**src/rtl/conv_sched_pkg.sv**
```systemverilog
// Shared types, sizing constants and the operand-memory address helper
// for the convolution feed scheduler.
package conv_sched_pkg;

    typedef enum logic [2:0] {
        IDLE,
        LOAD_W,
        STREAM,
        DRAIN,
        DONE
    } state_t;

    localparam int N_LANES       = 3;
    localparam int N_WIN         = 4;
    localparam int LOAD_CYCLES   = 3;
    localparam int STREAM_CYCLES = 14;
    localparam int A_DIM         = 4;

    function automatic logic [4:0] elem_addr(input logic       sel_b,
                                             input logic [1:0] row,
                                             input logic [1:0] col);
        return {sel_b, 4'(A_DIM * int'(row) + int'(col))};
    endfunction

endpackage

```
**src/rtl/conv_lane_addr_gen.sv**
```systemverilog
// One systolic lane: derives operand valid and memory address from the
// scheduler state and step counter, with the lane's skew of LANE cycles.
module conv_lane_addr_gen
    import conv_sched_pkg::*;
#(
    parameter int LANE = 0
)
(
    input  state_t     state,
    input  logic [3:0] t,
    output logic       valid,
    output logic [4:0] addr
);

    logic [3:0] step;
    logic [1:0] win;
    logic [1:0] col_ofs;

    always_comb begin
        valid   = 1'b0;
        addr    = 5'd0;
        step    = t - 4'(LANE);
        win     = 2'(step / 4'd3);
        col_ofs = 2'(step % 4'd3);
        case (state)
            LOAD_W: begin
                valid = 1'b1;
                addr  = elem_addr(1'b1, 2'(LANE), t[1:0]);
            end
            STREAM: begin
                // t < LANE wraps step to 14..15, so one bound covers both ends
                if (step <= 4'd11) begin
                    valid = 1'b1;
                    addr  = elem_addr(1'b0, 2'(LANE) + {1'b0, win[1]},
                                      {1'b0, win[0]} + col_ofs);
                end
            end
            default: ;
        endcase
    end

endmodule

```
**src/rtl/conv_feed_scheduler.sv**
```systemverilog
// Job sequencer for the convolution operand memory: loads the 3x3 filter,
// streams four skewed input windows and strobes each drained result.
//
// state  | meaning
// IDLE   | waiting for start; stall ignored
// LOAD_W | t=0..2, filter column t presented on all lanes
// STREAM | t=0..13, skewed window operands on lanes 0..2
// DRAIN  | t=0..DRAIN_LAT-1, waiting for the last result
// DONE   | single-cycle completion pulse
module conv_feed_scheduler
    import conv_sched_pkg::*;
#(
    parameter int DRAIN_LAT = 3
)
(
    input  logic       clk,
    input  logic       rst,
    input  logic       start,
    input  logic       stall,
    output logic [4:0] address1,
    output logic [4:0] address2,
    output logic [4:0] address3,
    output logic [2:0] lane_valid,
    output logic       load_weight,
    output logic       out_valid,
    output logic [1:0] out_win,
    output logic       busy,
    output logic       done
);

    state_t                     state, state_next;
    logic [3:0]                 t, t_next;
    logic [N_LANES-1:0]         lane_raw;
    logic [4:0]                 lane_addr [N_LANES];
    logic                       push;
    logic [1:0]                 push_win;
    logic [DRAIN_LAT-1:0]       res_v;
    logic [DRAIN_LAT-1:0][1:0]  res_w;
    logic                       frozen;

    assign busy   = (state == LOAD_W) || (state == STREAM) || (state == DRAIN);
    assign frozen = busy && stall;

    always_ff @(posedge clk or negedge rst) begin
        if (!rst) begin
            state <= IDLE;
            t     <= 4'd0;
        end else begin
            state <= state_next;
            t     <= t_next;
        end
    end

    always_comb begin
        state_next = state;
        t_next     = t;
        case (state)
            IDLE: begin
                if (start) begin
                    state_next = LOAD_W;
                    t_next     = 4'd0;
                end
            end
            LOAD_W: begin
                if (!stall) begin
                    if (t == 4'(LOAD_CYCLES - 1)) begin
                        state_next = STREAM;
                        t_next     = 4'd0;
                    end else begin
                        t_next = t + 4'd1;
                    end
                end
            end
            STREAM: begin
                if (!stall) begin
                    if (t == 4'(STREAM_CYCLES - 1)) begin
                        state_next = DRAIN;
                        t_next     = 4'd0;
                    end else begin
                        t_next = t + 4'd1;
                    end
                end
            end
            DRAIN: begin
                if (!stall) begin
                    if (t == 4'(DRAIN_LAT - 1)) begin
                        state_next = DONE;
                        t_next     = 4'd0;
                    end else begin
                        t_next = t + 4'd1;
                    end
                end
            end
            DONE: begin
                state_next = IDLE;
                t_next     = 4'd0;
            end
            default: begin
                state_next = IDLE;
                t_next     = 4'd0;
            end
        endcase
    end

    // Lane 2 issues the final operand of window w at STREAM t=3w+4
    always_comb begin
        push     = 1'b0;
        push_win = 2'd0;
        if (state == STREAM) begin
            case (t)
                4'd4:    begin push = 1'b1; push_win = 2'd0; end
                4'd7:    begin push = 1'b1; push_win = 2'd1; end
                4'd10:   begin push = 1'b1; push_win = 2'd2; end
                4'd13:   begin push = 1'b1; push_win = 2'd3; end
                default: ;
            endcase
        end
    end

    always_ff @(posedge clk or negedge rst) begin
        if (!rst) begin
            res_v <= '0;
            res_w <= '0;
        end else if (!frozen) begin
            res_v[0] <= push;
            res_w[0] <= push_win;
            for (int i = 1; i < DRAIN_LAT; i++) begin
                res_v[i] <= res_v[i-1];
                res_w[i] <= res_w[i-1];
            end
        end
    end

    for (genvar k = 0; k < N_LANES; k++) begin : g_lane
        conv_lane_addr_gen #(.LANE(k)) u_lane (
            .state (state),
            .t     (t),
            .valid (lane_raw[k]),
            .addr  (lane_addr[k])
        );
    end

    assign address1    = lane_addr[0];
    assign address2    = lane_addr[1];
    assign address3    = lane_addr[2];
    assign lane_valid  = lane_raw & {N_LANES{~stall}};
    assign load_weight = (state == LOAD_W) && !stall;
    assign out_valid   = res_v[DRAIN_LAT-1] && !stall;
    assign out_win     = res_v[DRAIN_LAT-1] ? res_w[DRAIN_LAT-1] : 2'd0;
    assign done        = (state == DONE);

endmodule

```
**config.mk**
```make
export PLATFORM = sky130hd
export DESIGN_NAME = conv_feed_scheduler
export DESIGN_NICKNAME = d
export VERILOG_FILES = /design/src/rtl/conv_sched_pkg.sv /design/src/rtl/conv_lane_addr_gen.sv /design/src/rtl/conv_feed_scheduler.sv
export SDC_FILE = /design/constraint.sdc
export NUM_CORES = 1
export LEC_CHECK = 0
export BUFFER_PORTS_ARGS = -buffer_cell sky130_fd_sc_hd__buf_2
export CAP_MARGIN = 20
export CORE_UTILIZATION = 30
export DETAILED_ROUTE_END_ITERATION = 7
export HOLD_SLACK_MARGIN = 0.1
export SETUP_SLACK_MARGIN = 0.5
export SYNTH_ARGS = -nofsm -noshare
export SYNTH_HDL_FRONTEND = slang
export SYNTH_HIERARCHICAL = 1
export SYNTH_SLANG_ARGS = --single-unit
export TNS_END_PERCENT = 100
```
**constraint.sdc**
```tcl
create_clock -name clk -period 6.08 [get_ports clk]
set_input_delay 0.304 -clock clk [delete_from_list [all_inputs] [get_ports clk]]
set_output_delay 0.304 -clock clk [all_outputs]
set_load 0.005 [all_outputs]
```
==> impl_metrics.yaml <==
outcome:
  status: "completed"
critical_path:
  r2r_cells: 4
  end_kind: "output port"
  cp.required_ns: 5.78
  arrival_ns: 4.26
  critPathMaxFanout: 26
  worstSetupPathType: "register to output port"
  setup.worst_path.start_class: "register"
sta:
  whs_ns: 0.4084
  setup_viol: 0
  slew_headroom_pct: 33.78
  fmax_mhz: 219.0
  finalCriticalPeriod_ns: 4.567
  fin_tns_setup_ns: 0
  slew_viol_final: 0
  worst_slew_pin_slew_ns: 0.9933
  hold_viol: 0
  rsz0062_at_grt: "no"
  fin_ws_ns: 1.513
  fin_crit_sh_pct: 75.11
  finalClockSkew_ns: 0.002916
power_and_ir_drop:
  leakage_uw: 0.001035
  ir_drop_mv: 0.4001
  p_per_area_nw_per_um2: 552.6
routing:
  vias: 1649
  drt.antenna.violating_nets: 0
  dr.pass1.iters: 4
  drc: 0
  wl_per_cell_microns: 12.31
  wl_microns: 3976
  first_iter_violations: 49
  vias_per_cell: 5.105
hold_path:
  worst_hold_path_type: "input port to register"
  whs_path_depth: 3
synthesis:
  synth_warnings: 6
  synthFlopType: "dfrtp_1"
  yosysSeqAreaShare_pct: 20.75
  synth_nets: 251
  syn_inst: 231
  synth_area_sq_um: 1929
  synth_edf_count: 0
  async_flop_share_pct: 100.0
  synth.largest_area_cell: "dfrtp_1"
  yosysUniqueCellTypes: 64
  ys_ff_latch: 16
  synth.area.top_cells: "dfrtp_1, ha_1, nand2_1, inv_1, mux2_1"
  synth.top_cell.area_share_pct: 20.75
  syn_avg_cell_area_sq_um: 8.352
cells_and_area:
  final_common_cell: "buf_2"
  utilization_pct: 34.97
  final_cell_mix: "buf_2, nand2_1, inv_1, ha_1, dfrtp_1"
  antennaDiodeCount: 0
  finalNonFillerCells: 323
  nets: 270
  drive_gt1_share_pct: 20.56
  syn2layout_area_growth_pct: 9.857
  num-fill-cells: 642
place:
  dp_hpwl_microns: 2891
  pre_cts_ws_ns: 1.772
  dp.cells: 319
  place.gp.congestion: 0.7639
  port_buffers: 26
floorplan:
  die_h_microns: 82.20
  start_util_pct: 31.83
  std_cell_rows: 28
  io_pins: 28
  core_area_sq_um: 6061
  die_area_sq_um: 6756
  fp.dieW_microns: 82.20
grt:
  grt_pass1_vias: 1491
  gr-usage-all-layers_pct: 12.25
  globalRouteOverflowTotal: 0
  globalRouteMet1Util_pct: 16.08
  grt_max_degree: 33
  met3_usage_pct: 1.319
  grt_use_met2_pct: 22.48
  grt.busiest_layer: "met2"
  grt_pass1_wl_microns: 6741
  antenna_found_initial: 0
cts:
  cts_made_buffers: 3
  cts_tree: "built"
  cts_sinks: 16
  clockBufferDepth: 2
  insertion_delay_ns: 0.24
  cts_resized: 0
  clk_pin_slew_ns: 0.06
  htreeDepth: 1
  clockRootBuffer: "clkbuf_8"
job:
  drv_cap: 0
## Yosys cell counts (all sizes together), types with 3 or more instances
| library cell | count |
|---|---|
| a21oi | 10 |
| a31oi | 3 |
| and2 | 6 |
| buf | 11 |
| dfrtp | 16 |
| ha | 16 |
| inv | 18 |
| mux2 | 7 |
| mux2i | 3 |
| nand2 | 23 |
| nand2b | 10 |
| nand3 | 6 |
| nor2 | 17 |
| nor2b | 8 |
| nor3 | 4 |
| nor3b | 5 |
| nor4 | 3 |
| o211ai | 7 |
| o21a | 3 |
| o21ai | 11 |
| or2 | 4 |
| or3 | 3 |
| xnor2 | 3 |
| xor2 | 6 |
## sequential cells by signal, summed over array words and instances (netlist names)
name	flops
res_w	6
state	3
res_v	3
t	4
## where the power goes
group	internal (uW)	leakage (uW)	switching (uW)
clock	43.8	0.0000216	32.1
sequential	122	0.000205	129
combinational	421	0.000808	423
total	587	0.00103	584
## layout make-up
type	count	area [sq um]	share of cell area, %
flip-flops and latches	16	400.4	18.89
well taps	75	93.84	4.427
clock buffers	3	41.29	1.948
multi-input cells	183	1373	64.76
repair buffers	27	140.1	6.612
inverters	19	71.32	3.365
## per-stage QoR
stage	total power, uW	cell area (sq um)
after floorplan	933.8	1929
after global placement	1079	2068
after detailed placement	1104	2068
after CTS	1183	2120
after global routing	1317	2120
final	1171	2120
## kinds of logic after synthesis
group	Yosys count	share of synthesized area, %
AO/OA/AOI/OAI	47	17.90
XOR/XNOR	9	4.475
adder cells (fa/ha/maj)	16	10.38
buffers and inverters	32	8.106
flip-flops	16	20.75
multiplexers	10	6.485
other	1	0.1944
AND/OR/NAND/NOR	100	31.71
## layer usage
| layer | wire length, microns | share of wire, % |
|---|---|---|
| met5 | 0 | 0 |
| met4 | 0 | 0 |
| met3 | 77 | 1.9 |
| met2 | 1933 | 49 |
| met1 | 1964 | 49 |
## what timing repair did
item | in CTS | in global routing
hold buffers | 1 | 0
endpoints found under the setup margin | 0 | 0
setup buffers | 0 | 0
endpoints found under the hold margin | 16 | 0
## path summary, 6_finish.rpt
check	startpoint	to	slack [ns]
worst max register to register	t[0]$_DFFE_PN0P_	state[0]$_DFFE_PN0P_	4.20
worst max-delay path	t[1]$_DFFE_PN0P_	address3[1]	1.51
min in group asynchronous	rst	t[3]$_DFFE_PN0P_	0.51
worst min-delay path	start	state[0]$_DFFE_PN0P_	0.41
worst min register to register	res_w[5]$_DFFE_PN0N_	res_w[5]$_DFFE_PN0N_	0.48
max in group asynchronous	rst	res_v[0]$_DFFE_PN0N_	5.31
## worst max-delay path: stages, from the launching register on
cell and delay, ns:
dfrtp_1 0.87, inv_1 0.22, ha_1 0.29, xor2_2 0.25, inv_1 0.07, ha_1 0.21, nand2b_1 0.15, ha_1 0.28
nor2_1 0.09, or2_2 0.30, ha_1 0.18, a31oi_1 0.17, o211ai_2 0.16, ha_1 0.25, nor2b_1 0.10, o21ai_0 0.08
a21o_2 0.19, nand3_1 0.05, buf_2 0.11
No activity file was read; power rests on OpenSTA's default activity.
